==> config.mk <==
export PLATFORM = sky130hd
export DESIGN_NAME = wb_itr_slice
export DESIGN_NICKNAME = d
export VERILOG_FILES = /design/src/rtl/wbxbc_pkg.sv /design/src/rtl/wb_skid_buf.sv /design/src/rtl/wb_itr_slice.sv
export SDC_FILE = /design/constraint.sdc
export NUM_CORES = 1
export LEC_CHECK = 0
export ABC_CLOCK_PERIOD_IN_PS = 2610
export CORE_AREA = 2 2 111 113
export CTS_BUF_LIST = sky130_fd_sc_hd__clkbuf_4 sky130_fd_sc_hd__clkbuf_8 sky130_fd_sc_hd__clkbuf_16
export DETAILED_ROUTE_END_ITERATION = 10
export DIE_AREA = 0 0 113 115
export PLACE_DENSITY = 0.71
export SETUP_SLACK_MARGIN = 0.5
export SLEW_MARGIN = 20
export SYNTH_ARGS = -nofsm -noshare
export SYNTH_HDL_FRONTEND = slang
export SYNTH_HIERARCHICAL = 1
export SYNTH_SLANG_ARGS = --single-unit
==> constraint.sdc <==
create_clock -name clk_i -period 2.61 [get_ports clk_i]
set_clock_uncertainty 0.2 [all_clocks]
set_input_delay 0.522 -clock clk_i [delete_from_list [all_inputs] [get_ports clk_i]]
set_output_delay 0.522 -clock clk_i [all_outputs]
set_load 0.05 [all_outputs]
==> src/rtl/wbxbc_pkg.sv <==
// wbxbc_pkg: shared FSM encoding and termination priority for the WbXbc fabric slices.
package wbxbc_pkg;
  typedef enum logic {IDLE = 1'b0, BUSY = 1'b1} state_e;
  typedef struct packed {
    logic err;
    logic rty;
    logic ack;
  } term_t;
  function automatic term_t term_pri(input logic ack, input logic err, input logic rty);
    term_t t;
    t.err = err;
    t.rty = rty & ~err;
    t.ack = ack & ~err & ~rty;
    return t;
  endfunction
endpackage

==> src/rtl/wb_skid_buf.sv <==
// wb_skid_buf: two-entry skid buffer; entry0 is the head, entry1 catches a push while the head is stalled.
module wb_skid_buf #(
  parameter int WIDTH = 8
) (
  input  logic             clk_i,
  input  logic             async_rst_n_i,
  input  logic             flush_i,
  input  logic             push_i,
  input  logic             pop_i,
  input  logic [WIDTH-1:0] din_i,
  output logic [WIDTH-1:0] dout_o,
  output logic             v0_o,
  output logic             v1_nxt_o,
  output logic [1:0]       occ_nxt_o
);
  logic [WIDTH-1:0] e0_q, e0_d, e1_q, e1_d;
  logic v0_q, v0_d, v1_q, v1_d;
  always_comb begin
    e0_d = e0_q;
    e1_d = e1_q;
    v0_d = v0_q;
    v1_d = v1_q;
    if (flush_i) begin
      v0_d = 1'b0;
      v1_d = 1'b0;
    end else if (pop_i) begin
      if (v1_q) begin
        e0_d = e1_q;
        e1_d = push_i ? din_i : e1_q;
        v1_d = push_i;
      end else begin
        e0_d = push_i ? din_i : e0_q;
        v0_d = push_i;
      end
    end else if (push_i) begin
      if (v0_q) begin
        e1_d = din_i;
        v1_d = 1'b1;
      end else begin
        e0_d = din_i;
        v0_d = 1'b1;
      end
    end
  end
  always_ff @(posedge clk_i or negedge async_rst_n_i) begin
    if (!async_rst_n_i) begin
      e0_q <= '0;
      e1_q <= '0;
      v0_q <= 1'b0;
      v1_q <= 1'b0;
    end else begin
      e0_q <= e0_d;
      e1_q <= e1_d;
      v0_q <= v0_d;
      v1_q <= v1_d;
    end
  end
  assign dout_o    = e0_q;
  assign v0_o      = v0_q;
  assign v1_nxt_o  = v1_d;
  assign occ_nxt_o = {1'b0, v0_d} + {1'b0, v1_d};
endmodule

==> src/rtl/wb_itr_slice.sv <==
// wb_itr_slice: pipelined Wishbone register slice with skid-buffered requests,
// registered terminations and an outstanding-access cap.
module wb_itr_slice
  import wbxbc_pkg::*;
#(
  parameter int ADR_WIDTH  = 16,
  parameter int DAT_WIDTH  = 16,
  parameter int SEL_WIDTH  = 2,
  parameter int TGA_WIDTH  = 1,
  parameter int TGC_WIDTH  = 1,
  parameter int TGRD_WIDTH = 1,
  parameter int TGWD_WIDTH = 1,
  parameter int MAX_OUT    = 4
) (
  input  logic                  clk_i,
  input  logic                  async_rst_n_i,
  input  logic                  itr_cyc_i,
  input  logic                  itr_stb_i,
  input  logic                  itr_we_i,
  input  logic                  itr_lock_i,
  input  logic [SEL_WIDTH-1:0]  itr_sel_i,
  input  logic [ADR_WIDTH-1:0]  itr_adr_i,
  input  logic [DAT_WIDTH-1:0]  itr_dat_i,
  input  logic [TGA_WIDTH-1:0]  itr_tga_i,
  input  logic [TGC_WIDTH-1:0]  itr_tgc_i,
  input  logic [TGWD_WIDTH-1:0] itr_tgd_i,
  output logic                  itr_ack_o,
  output logic                  itr_err_o,
  output logic                  itr_rty_o,
  output logic                  itr_stall_o,
  output logic [DAT_WIDTH-1:0]  itr_dat_o,
  output logic [TGRD_WIDTH-1:0] itr_tgd_o,
  output logic                  tgt_cyc_o,
  output logic                  tgt_stb_o,
  output logic                  tgt_we_o,
  output logic                  tgt_lock_o,
  output logic [SEL_WIDTH-1:0]  tgt_sel_o,
  output logic [ADR_WIDTH-1:0]  tgt_adr_o,
  output logic [DAT_WIDTH-1:0]  tgt_dat_o,
  output logic [TGA_WIDTH-1:0]  tgt_tga_o,
  output logic [TGC_WIDTH-1:0]  tgt_tgc_o,
  output logic [TGWD_WIDTH-1:0] tgt_tgd_o,
  input  logic                  tgt_ack_i,
  input  logic                  tgt_err_i,
  input  logic                  tgt_rty_i,
  input  logic                  tgt_stall_i,
  input  logic [DAT_WIDTH-1:0]  tgt_dat_i,
  input  logic [TGRD_WIDTH-1:0] tgt_tgd_i
);
  localparam int RW = 2 + SEL_WIDTH + ADR_WIDTH + DAT_WIDTH + TGA_WIDTH + TGC_WIDTH + TGWD_WIDTH;
  localparam int CW = $clog2(MAX_OUT + 1);
  state_e state_q, state_d;
  logic [CW-1:0] cnt_q, cnt_d;
  logic stall_q, stall_d;
  term_t term_q, term_d;
  logic [DAT_WIDTH-1:0] rdat_q, rdat_d;
  logic [TGRD_WIDTH-1:0] rtgd_q, rtgd_d;
  logic [RW-1:0] req, head;
  logic [1:0] occ_nxt;
  logic [CW:0] tot;
  logic v0, v1_nxt, lock_buf, accept, pop, flush, term_ok;
  assign accept  = itr_cyc_i & itr_stb_i & ~stall_q;
  assign flush   = (state_q == BUSY) & ~itr_cyc_i;
  assign pop     = v0 & ~tgt_stall_i;
  assign term_ok = (tgt_ack_i | tgt_err_i | tgt_rty_i) & (cnt_q != '0) & (state_q == BUSY) & itr_cyc_i;
  assign req = {itr_we_i, itr_lock_i, itr_sel_i, itr_adr_i, itr_dat_i, itr_tga_i, itr_tgc_i, itr_tgd_i};
  assign {tgt_we_o, lock_buf, tgt_sel_o, tgt_adr_o, tgt_dat_o, tgt_tga_o, tgt_tgc_o, tgt_tgd_o} = head;
  wb_skid_buf #(.WIDTH(RW)) u_skid (
    .clk_i        (clk_i),
    .async_rst_n_i(async_rst_n_i),
    .flush_i      (flush),
    .push_i       (accept),
    .pop_i        (pop),
    .din_i        (req),
    .dout_o       (head),
    .v0_o         (v0),
    .v1_nxt_o     (v1_nxt),
    .occ_nxt_o    (occ_nxt)
  );
  always_comb begin
    state_d = itr_cyc_i ? BUSY : IDLE;
    cnt_d   = flush ? '0
            : (pop & ~term_ok & (cnt_q != CW'(MAX_OUT))) ? cnt_q + CW'(1)
            : (term_ok & ~pop) ? cnt_q - CW'(1) : cnt_q;
    // stall looks at next-cycle occupancy so an accept this cycle is already counted
    tot     = (CW+1)'(cnt_d) + (CW+1)'(occ_nxt);
    stall_d = ~flush & (v1_nxt | (tot >= (CW+1)'(MAX_OUT)));
    term_d  = term_ok ? term_pri(tgt_ack_i, tgt_err_i, tgt_rty_i) : '0;
    rdat_d  = term_ok ? tgt_dat_i : rdat_q;
    rtgd_d  = term_ok ? tgt_tgd_i : rtgd_q;
  end
  always_ff @(posedge clk_i or negedge async_rst_n_i) begin
    if (!async_rst_n_i) begin
      state_q <= IDLE;
      cnt_q   <= '0;
      stall_q <= 1'b0;
      term_q  <= '0;
      rdat_q  <= '0;
      rtgd_q  <= '0;
    end else begin
      state_q <= state_d;
      cnt_q   <= cnt_d;
      stall_q <= stall_d;
      term_q  <= term_d;
      rdat_q  <= rdat_d;
      rtgd_q  <= rtgd_d;
    end
  end
  assign tgt_cyc_o   = state_q == BUSY;
  assign tgt_stb_o   = v0;
  assign tgt_lock_o  = (v0 & lock_buf) | ((cnt_q != '0) & itr_lock_i & tgt_cyc_o);
  assign itr_stall_o = stall_q;
  assign itr_ack_o   = term_q.ack;
  assign itr_err_o   = term_q.err;
  assign itr_rty_o   = term_q.rty;
  assign itr_dat_o   = rdat_q;
  assign itr_tgd_o   = rtgd_q;
endmodule
==> reports/metrics.yaml, run 1 <==
clock_tree:
  cts_tree: "yes"
  numClockSinks: 105
  clk_pin_slew_worst_paths_ps: 70
  htreeDepth: 3
  clockRootBuffer: "clkbuf_16"
  clk_latency_ps: 350
  numCtsBuffers: 9
  clock_path_buffers: 2
floorplan:
  dieHeight_um: 115
  start_util_pct: 39.18
  dieArea_mm2: 0.01300
  core_mm2: 0.01181
  rows: 40
  io_pins: 126
  fp.dieW_um: 113
outcome:
  status: "finished with violations"
  violations: "design-rule violations"
timing:
  finalCriticalPeriod_ps: 2480
  worst_pin_slew_ps: 585.2
  maxSlewViolCount: 0
  timing.fmax_mhz: 403.2
  fin_crit_sh_pct: 95.02
  setup_viol: 0
  rsz0062_at_grt: "true"
  slew_headroom_pct: 60.99
  hold_viol_final: 0
  final.setup.tns_ps: 0
final_layout:
  finalNetCount: 566
  drive_gt1_share_pct: 46.41
  area_growth_syn_to_layout_pct: 60.29
  final_common_cell: "dfrtp_1"
  final_cell_count_no_fill: 649
  layout_common_cells: "dfrtp_1, mux2_2, dlygate4sd2_1"
  insertedDiodeCount: 0
  seqCellArea_mm2: 0.002630
  multi_input_area_mm2: 0.002218
  final.fill_count: 935
routing:
  drtAntennaViolNets: 0
  via_per_inst: 4.909
  routed_wl_um: 11410
  wl_per_cell_um: 17.59
  vias: 3186
  drt-pass1-iter-count: 7
  drt_iter0_drc: 92
  drc: 9
power_and_ir_drop:
  ir_drop_mv: 0.5991
  p_sw_uw: 3546
  p_sw_share_pct: 40.40
  p_comb_share_pct: 49.9
  clockPowerShare_pct: 17.9
  pwr_density_cell_mw_per_mm2: 1183
  internal-power_uw: 5231
  p_leak_uw: 0.003349
  pwr-share-seq_pct: 32.2
synth:
  ys_warn_count: 6
  synth-seq-cells: 105
  synth_xor_area_share_pct: 0.3785
  synthAdderAreaFrac_pct: 1.352
  synth_fp_nets: 380
  synth_mux_area_share_pct: 33.25
  synthCells: 311
  synth_top_family_by_area: "multiplexers"
  synth_compound_area_share_pct: 1.946
  synth_seq_area_share_pct: 56.77
  synth_cell_types: 35
  synthSimpleGateAreaFrac_pct: 4.001
  syn_avg_cell_area_um2: 14.88
  synth.cell_area_mm2: 0.004628
placement:
  hpwl_um: 6662
  place_inst: 593
  portBuffers: 125
  gp_congestion: 0.7282
grt:
  grt_antenna_before_repair: 0
  grt_usage_pct: 17.98
  overflow: 0
  grt_pass1_wl_um: 18020
  grt_pass1_vias: 3547
  grt_max_degree: 106
setup_path:
  cp.required_ps: 2680
  critPathSlowestCell: "or3_4"
  worstSetupPathType: "reg2reg"
  slowest_delay_ps: 410
  crit_arrival_ps: 2550
  cp-end-kind: "flip-flop"
  crit_buf_inv: 1
  cp_max_fo: 3
  critPathTopFamily: "simple AND/OR/NAND/NOR gates"
  path_cells: "inv_2 > ha_4 > nor2b_4 > or3_4 > nor2_4 > a211oi_2 > a311oi_2 > ha_2 > nor3_2 > a31oi_1 > o21ai_1 > o22ai_1"
  start_kind: "flip-flop"
min_path:
  min_path_type: "in2async"
job:
  maxCapViolations: 0
[synthesized netlist by cell type (all sizes together)]
library cell,number,share of area (%)
nand2,5,0.41
mux2i,3,0.65
xnor2,2,0.38
nor2,7,0.57
or3,1,0.24
o22ai,1,0.14
nor2b,3,0.46
a32o,1,0.22
a211oi,2,0.32
clkbuf,3,0.24
o311ai,1,0.19
nand3,3,0.32
mux2,134,33
a31oi,1,0.14
nand3b,1,0.16
and3,1,0.14
ha,5,1.4
nor3b,2,0.43
buf,11,1.7
a311oi,1,0.19
dfrtp,105,57
nor3,3,0.68
inv,4,0.32
a21oi,2,0.22
nor4b,1,0.19
o21ai,5,0.54
nand2b,3,0.41
[layer usage]
metal | routed length [um] | track usage (%) | vias to the layer above
met5 | 0 | 0 | -
met4 | 187 | 7.480 | 0
met3 | 488 | 3.374 | 10
met2 | 5814 | 30.98 | 72
met1 | 4923 | 22.37 | 1611
li1 | - | - | 1493
[path summary, 6_finish.rpt]
path	startpoint	to	slack (ps)	depth (start not counted)
worst max-delay path	cnt_q[1]$_DFF_PN0_	itr_stall_o$_DFF_PN0_	130	12
worst min-delay path	async_rst_n_i	u_skid/dout_o[0]$_DFFE_PN0P_	10	2
worst max register to register	cnt_q[1]$_DFF_PN0_	itr_stall_o$_DFF_PN0_	130	12
worst min register to register	itr_tgd_o$_DFFE_PN0P_	itr_tgd_o$_DFFE_PN0P_	290	1
max in group asynchronous	async_rst_n_i	u_skid/v0_o$_DFF_PN0_	1700	2
min in group clk_i	itr_cyc_i	tgt_cyc_o$_DFF_PN0_	110	1
[timing repair]
action,CTS,global route
buffers inserted,17,13
cloned,9,1
pin swaps,12,8
gates resized for setup,110,45
setup endpoints to repair,141,72
hold buffers,0,0
[flip-flops by register name (all words and copies together), names as in the netlist, 3 cells and up]
signal and count:
itr_dat_o 16, u_skid/dout_o 39, u_skid/e1_q 39, cnt_q 3
[power by group through the flow]
stage / combinational (uW) / sequential (uW) / clock, uW
3_5_place_dp: 4120 / 2850 / 0
2_1_floorplan: 1150 / 4370 / 0
6_report: 4380 / 2830 / 1570
3_3_place_gp: 4050 / 2810 / 0
4_1_cts: 4150 / 2820 / 1610
5_1_grt: 4600 / 2930 / 1680
[area by class of cell]
class / count / share of cell area (%)
Sequential cell: 105 / 35.45
Multi-Input combinational cell: 188 / 29.90
Timing Repair Buffer: 189 / 27.26
Clock buffer: 11 / 3.323
Tap cell: 147 / 2.479
Clock inverter: 5 / 1.383
Inverter: 4 / 0.2024
[cells by family (layout without fill, tap and decap cells)]
| logic type | after synthesis | in the layout |
|---|---|---|
| DFF | 105 | 105 |
| muxes | 137 | 137 |
| xor gates and xnor gates | 2 | 2 |
| buffers and inverters | 18 | 209 |
| and+or+nand+nor | 30 | 30 |
| AOI/OAI and AO/OA | 14 | 14 |
| adders and majority gates | 5 | 5 |
[stage by stage]
stage          worst slack, ps  area (um2)  hold slack (ps)  util, %  total power [uW]
2_1_floorplan            202.1        4702            26.41        -              5518
3_3_place_gp            -297.0        6299            264.6    53.33              6866
3_5_place_dp            -394.7        6299            274.6    53.33              6970
4_1_cts                  87.04        7139            61.76    60.44              8582
5_1_grt                 -8.980        7418            70.14    62.81              9203
6_report                 129.9        7418            12.34    62.81              8776
[worst register-to-register path, stage by stage (launching register included)]
cell and delay, ps:
dfrtp_1 380, inv_2 60, ha_4 160, nor2b_4 130, or3_4 410, nor2_4 100
a211oi_2 40, a311oi_2 240, ha_2 250, nor3_2 50, a31oi_1 150, o21ai_1 90
o22ai_1 130
Note: power is estimated with default switching activity, not from simulation.
==> run 2: changes to the inputs <==
--- a/config.mk
+++ b/config.mk
@@ -5,14 +5,14 @@
 export SDC_FILE = /design/constraint.sdc
 export NUM_CORES = 1
 export LEC_CHECK = 0
+export ABC_AREA = 1
 export ABC_CLOCK_PERIOD_IN_PS = 2610
-export CORE_AREA = 2 2 111 113
+export CORE_AREA = 5 5 118 120
 export CTS_BUF_LIST = sky130_fd_sc_hd__clkbuf_4 sky130_fd_sc_hd__clkbuf_8 sky130_fd_sc_hd__clkbuf_16
 export DETAILED_ROUTE_END_ITERATION = 10
-export DIE_AREA = 0 0 113 115
-export PLACE_DENSITY = 0.71
+export DIE_AREA = 0 0 123 125
+export PLACE_DENSITY = 0.7
 export SETUP_SLACK_MARGIN = 0.5
-export SLEW_MARGIN = 20
 export SYNTH_ARGS = -nofsm -noshare
 export SYNTH_HDL_FRONTEND = slang
 export SYNTH_HIERARCHICAL = 1
==> reports/metrics.yaml, run 2 <==
placement:
  gp_congestion: 0.8290
  place_inst: 907
  place_ws_ps: -96.93
  hpwl_um: 9306
  portBuffers: 125
clock_tree:
  clockRootBuffer: "clkbuf_16"
  clock_path_buffers: 2
  cts_tree: "yes"
  numCtsBuffers: 9
  htreeDepth: 3
  clk_latency_ps: 350
  numClockSinks: 105
  clk_pin_slew_worst_paths_ps: 70
synth:
  syn_avg_cell_area_um2: 8.008
  synth_seq_area_share_pct: 52.50
  synthArstFlopShare_pct: 100.0
  yosysTopAreaCell: "dfrtp_1"
  synth_edf_count: 0
  synth.most_common_cell: "nand2_1"
  synth.area.top_cells: "dfrtp_1, nand2_1, nand3_1"
  yosysTopAreaCellShare_pct: 52.50
  synth_ff_type: "dfrtp_1"
  ys_warn_count: 6
  synth_common_cells: "nand2_1, nand3_1, dfrtp_1, buf_2, inv_1"
  synth_cell_types: 29
  synthCells: 625
  synth.cell_area_mm2: 0.005005
  synth_fp_nets: 694
  synth-seq-cells: 105
timing:
  rsz0062_at_grt: "true"
  fin_crit_sh_pct: 85.04
  slew_headroom_pct: 62.55
  hold_viol_final: 0
  timing.fmax_mhz: 450.5
  worst_pin_slew_ps: 564.0
  worst_slack_ps: 390.4
  maxSlewViolCount: 0
  finalCriticalPeriod_ps: 2220
  setup_viol: 0
grt:
  grt_usage_pct: 18.37
  grt_max_degree: 44
  grt_pass1_wl_um: 22710
  grt_antenna_before_repair: 0
  grt_pass1_vias: 4619
  overflow: 0
final_layout:
  area_growth_syn_to_layout_pct: 37.05
  final.fill_count: 1205
  final_cell_count_no_fill: 935
  finalNetCount: 823
  final_core_util_pct: 53.27
  insertedDiodeCount: 0
  layout_common_cells: "nand2_1, nand3_1, dfrtp_1"
  final_common_cell: "nand2_1"
  drive_gt1_share_pct: 12.91
floorplan:
  dieArea_mm2: 0.01538
  dieHeight_um: 125
  core_mm2: 0.01287
  rows: 42
  fp.dieW_um: 123
  start_util_pct: 38.87
  io_pins: 126
setup_path:
  r2r-end: "itr_stall_o$_DFF_PN0_"
  cp-end-kind: "primary output"
  worstSetupPathType: "in2out"
  cp_max_fo: 3
  crit_start: "itr_lock_i"
  rr_startpoint: "cnt_q[1]$_DFF_PN0_"
  start_kind: "input pin"
  worst-r2r-setup-slack_ps: 520
  crit_arrival_ps: 1500
  cp.required_ps: 1890
  reg2reg_depth: 13
  crit_path_end: "tgt_lock_o"
power_and_ir_drop:
  ir_drop_mv: 0.6467
  internal-power_uw: 4323
  clockPowerShare_pct: 17.5
  p_sw_share_pct: 46.44
  p_leak_uw: 0.003694
  p_comb_share_pct: 48.2
  pwr-share-seq_pct: 34.3
  p_sw_uw: 3748
  pwr_density_cell_mw_per_mm2: 1177
routing:
  drc: 0
  drt_iter0_drc: 387
  vias: 4544
  wl_per_cell_um: 14.49
  drtAntennaViolNets: 0
  routed_wl_um: 13550
  drt-pass1-iter-count: 4
  via_per_inst: 4.860
min_path:
  min_path_type: "reg2reg"
outcome:
  status: "complete, no violations"
job:
  maxCapViolations: 0
[run 2: metal layers]
metal / track usage [%] / part of all wire (%) / vias up
li1: - / - / 2251
met5: 0 / 0 / -
met3: 3.252 / 5.8 / 23
met2: 30.49 / 50 / 150
met1: 23.28 / 42 / 2120
met4: 8.274 / 2.4 / 0
[run 2: worst max-delay path, cell delays in order]
cell	delay (ps)
clkdlybuf4s50_1	500
a32o_2	330
buf_12	150
[run 2: logic make-up after synthesis]
family | count (synthesis) | synth area share (%)
compound gates | 9 | 1.300
fa+ha+maj | 5 | 1.250
buf+inv | 59 | 6.475
flops | 105 | 52.50
simple gates | 447 | 38.48
[run 2: area by class of cell]
type / count / area (um2) / area share (%)
Sequential cell: 105 / 2630 / 38.34
Multi-Input combinational cell: 461 / 2148 / 31.32
Timing Repair Buffer: 159 / 1471 / 21.45
Clock buffer: 11 / 252.7 / 3.685
Tap cell: 176 / 220.2 / 3.211
Inverter: 18 / 75.07 / 1.094
Clock inverter: 5 / 61.31 / 0.8938
[run 2: power by group through the flow]
stage	clock (uW)	combinational (uW)	sequential (uW)
2_1_floorplan	0	1150	4240
3_3_place_gp	0	3930	2790
4_1_cts	1460	3890	2770
3_5_place_dp	0	4000	2810
5_1_grt	1520	4180	2860
6_report	1410	3890	2770
[run 2: per-stage QoR]
step	hold WS (ps)	instance area, um2	power [uW]	TNS (ps)
global route	290.8	6859	8557	0
global placement	253.4	6466	6715	0
floorplan	26.41	5041	5389	0
finish	272.0	6859	8071	0
detailed placement	258.8	6466	6812	-96.93
CTS	275.3	6840	8123	0
[run 2: worst min-delay path by stage]
stage | from | endpoint | slack, ps | cells after the start
after floorplan | async_rst_n_i | cnt_q[0]$_DFF_PN0_ | 30 | 0
after global placement | u_skid/e1_q[26]$_DFFE_PN0P_ | u_skid/e1_q[26]$_DFFE_PN0P_ | 250 | 2
after detailed placement | u_skid/e1_q[24]$_DFFE_PN0P_ | u_skid/e1_q[24]$_DFFE_PN0P_ | 260 | 2
after CTS | u_skid/e1_q[11]$_DFFE_PN0P_ | u_skid/e1_q[11]$_DFFE_PN0P_ | 280 | 2
after global routing | u_skid/e1_q[34]$_DFFE_PN0P_ | u_skid/e1_q[34]$_DFFE_PN0P_ | 290 | 2
final | itr_dat_o[1]$_DFFE_PN0P_ | itr_dat_o[1]$_DFFE_PN0P_ | 270 | 2
[run 2: repair_timing]
item | in CTS | in global routing
hold endpoints to repair | 28 | 0
pin swaps | 10 | 6
buffers inserted | 8 | 3
endpoints found under the setup margin | 63 | 3
gates resized for setup | 86 | 3
hold buffers | 1 | 0
gates cloned | 0 | 0
==> run 3: changes to the inputs <==
--- a/config.mk
+++ b/config.mk
@@ -6,11 +6,11 @@
 export NUM_CORES = 1
 export LEC_CHECK = 0
 export ABC_AREA = 1
-export ABC_CLOCK_PERIOD_IN_PS = 2610
-export CORE_AREA = 5 5 118 120
+export ABC_CLOCK_PERIOD_IN_PS = 1950
+export CORE_AREA = 5 5 136 105
 export CTS_BUF_LIST = sky130_fd_sc_hd__clkbuf_4 sky130_fd_sc_hd__clkbuf_8 sky130_fd_sc_hd__clkbuf_16
 export DETAILED_ROUTE_END_ITERATION = 10
-export DIE_AREA = 0 0 123 125
+export DIE_AREA = 0 0 141 110
 export PLACE_DENSITY = 0.7
 export SETUP_SLACK_MARGIN = 0.5
 export SYNTH_ARGS = -nofsm -noshare
==> constraint.sdc (replaced) <==
create_clock -name clk_i -period 1.95 [get_ports clk_i]
set_clock_uncertainty 0.2 [all_clocks]
set_input_delay 0.39 -clock clk_i [delete_from_list [all_inputs] [get_ports clk_i]]
set_output_delay 0.39 -clock clk_i [all_outputs]
set_load 0.05 [all_outputs]
==> reports/metrics.yaml, run 3 (synthesized netlist as in run 2, its figures left out) <==
outcome:
  status: "finished with violations"
  violations: "negative setup slack"
grt:
  met3_usage_pct: 6.900
  grt_usage_pct: 24.94
  globalRoute.busiestLayer: "met2"
  overflow: 0
  grt_max_degree: 40
  grt_pass1_wl_um: 29810
  grt_pass1_vias: 5534
  global_route.usage.met2_pct: 40.13
  met1_usage_pct: 32.96
  grt_antenna_before_repair: 1
routing:
  routed_wl_um: 21870
  via_per_inst: 5.503
  drt-pass1-iter-count: 5
  vias: 5690
  drt_iter0_drc: 458
  drtAntennaViolNets: 0
  wl_per_cell_um: 21.15
  drc: 0
floorplan:
  dieArea_mm2: 0.01551
  fp.dieW_um: 141
  start_util_pct: 39.12
  rows: 36
  core_mm2: 0.01279
  io_pins: 126
  dieHeight_um: 110
final_layout:
  final_common_cell: "nand2_1"
  area_growth_syn_to_layout_pct: 95.00
  drive_gt1_share_pct: 56.03
  finalNetCount: 927
  final_core_util_pct: 76.29
  layout_common_cells: "nand2_1, nand2_2, dfrtp_1"
  final.fill_count: 754
  final_cell_count_no_fill: 1034
setup_path:
  cp_max_fo: 4
  cp.required_ps: 2030
  crit_arrival_ps: 2270
  worstSetupPathType: "reg2reg"
  crit_start: "cnt_q[0]$_DFF_PN0_"
  worst-r2r-setup-slack_ps: -240
  crit_path_end: "itr_stall_o$_DFF_PN0_"
  r2r-end: "itr_stall_o$_DFF_PN0_"
  rr_startpoint: "cnt_q[0]$_DFF_PN0_"
  reg2reg_depth: 13
  cp-end-kind: "flip-flop"
  start_kind: "flip-flop"
power_and_ir_drop:
  pwr_density_cell_mw_per_mm2: 1434
  p_leak_uw: 0.004686
  power_uw: 13990
  ir_drop_mv: 0.9956
timing:
  setup_viol: 73
  fin_crit_sh_pct: 112.4
  rsz0062_at_grt: "true"
  maxSlewViolCount: 0
  worst_pin_slew_ps: 459.5
  slew_headroom_pct: 69.36
  hold_viol_final: 0
  timing.fmax_mhz: 456.3
  worst_slack_ps: -241.6
  finalCriticalPeriod_ps: 2192
min_path:
  min_path_type: "in2reg"
placement:
  place_ws_ps: -577.0
  hpwl_um: 9858
  place_inst: 923
  portBuffers: 125
  gp_congestion: 0.8302
clock_tree:
  clockRootBuffer: "clkbuf_16"
  numCtsBuffers: 9
  htreeDepth: 3
  cts_tree: "yes"
  clk_pin_slew_worst_paths_ps: 70
  clock_path_buffers: 2
  clk_latency_ps: 350
  numClockSinks: 105
job:
  maxCapViolations: 0
run 3: layout make-up:
cell class | count | area [um2] | area share [%]
Tap cell | 171 | 214.0 | 2.192
Multi-Input combinational cell | 461 | 3211 | 32.90
Clock buffer | 15 | 282.8 | 2.897
Timing Repair Buffer | 263 | 3316 | 33.97
Inverter | 18 | 100.1 | 1.026
Antenna cell | 1 | 2.502 | 0.02564
Sequential cell | 105 | 2634 | 26.99
run 3: routing by layer:
layer / share of wire, % / vias to the layer above / wire (um)
met5: 0 / - / 0
met2: 48 / 297 / 10570
met1: 39 / 2850 / 8512
li1: - / 2472 / -
met3: 9.6 / 71 / 2093
met4: 3.2 / 0 / 697
run 3: where the power goes:
part	internal (uW)	switching, uW	leakage [uW]
sequential	3180	928	0.00132
clock	989	789	0.000144
combinational	3540	4580	0.00323
run 3: what timing repair did:
| item | CTS | global route |
|---|---|---|
| hold endpoints to repair | 25 | 0 |
| setup buffers | 51 | 19 |
| endpoints found under the setup margin | 164 | 164 |
| hold buffers | 1 | 0 |
| gates resized for setup | 240 | 206 |
| pin swaps | 57 | 65 |
| gates cloned | 24 | 0 |
run 3: worst max-delay path, cell delays in order, from the launching register on:
cell	delay, ps
dfrtp_1	370
inv_2	60
ha_4	180
a21oi_4	160
nand3_2	150
nand2_1	100
nand2_1	70
o221ai_2	150
inv_2	90
ha_4	260
nand2_1	40
inv_1	50
nand4_2	80
a21oi_2	150
run 3: worst min path at each step:
stage                        startpoint                        to  slack, ps  depth (start not counted)
after detailed placement  async_rst_n_i  itr_dat_o[2]$_DFFE_PN0P_        150                          1
after floorplan           async_rst_n_i        cnt_q[0]$_DFF_PN0_       -110                          0
after global placement    async_rst_n_i  itr_dat_o[3]$_DFFE_PN0P_        140                          1
after CTS                     itr_cyc_i       tgt_cyc_o$_DFF_PN0_        250                          2
after global routing          itr_cyc_i       tgt_cyc_o$_DFF_PN0_        290                          2
final                         itr_cyc_i       tgt_cyc_o$_DFF_PN0_        290                          2
run 3: through the flow:
step                      hold WS, ps  cell area (um2)  setup TNS (ps)
after floorplan                -105.6             5101          -206.3
after global placement          144.0             6584          -28600
after detailed placement        153.3             6584          -31570
after CTS                       251.0             8815           -1047
after global routing            293.5             9759           -8162
final                           294.0             9759           -4588
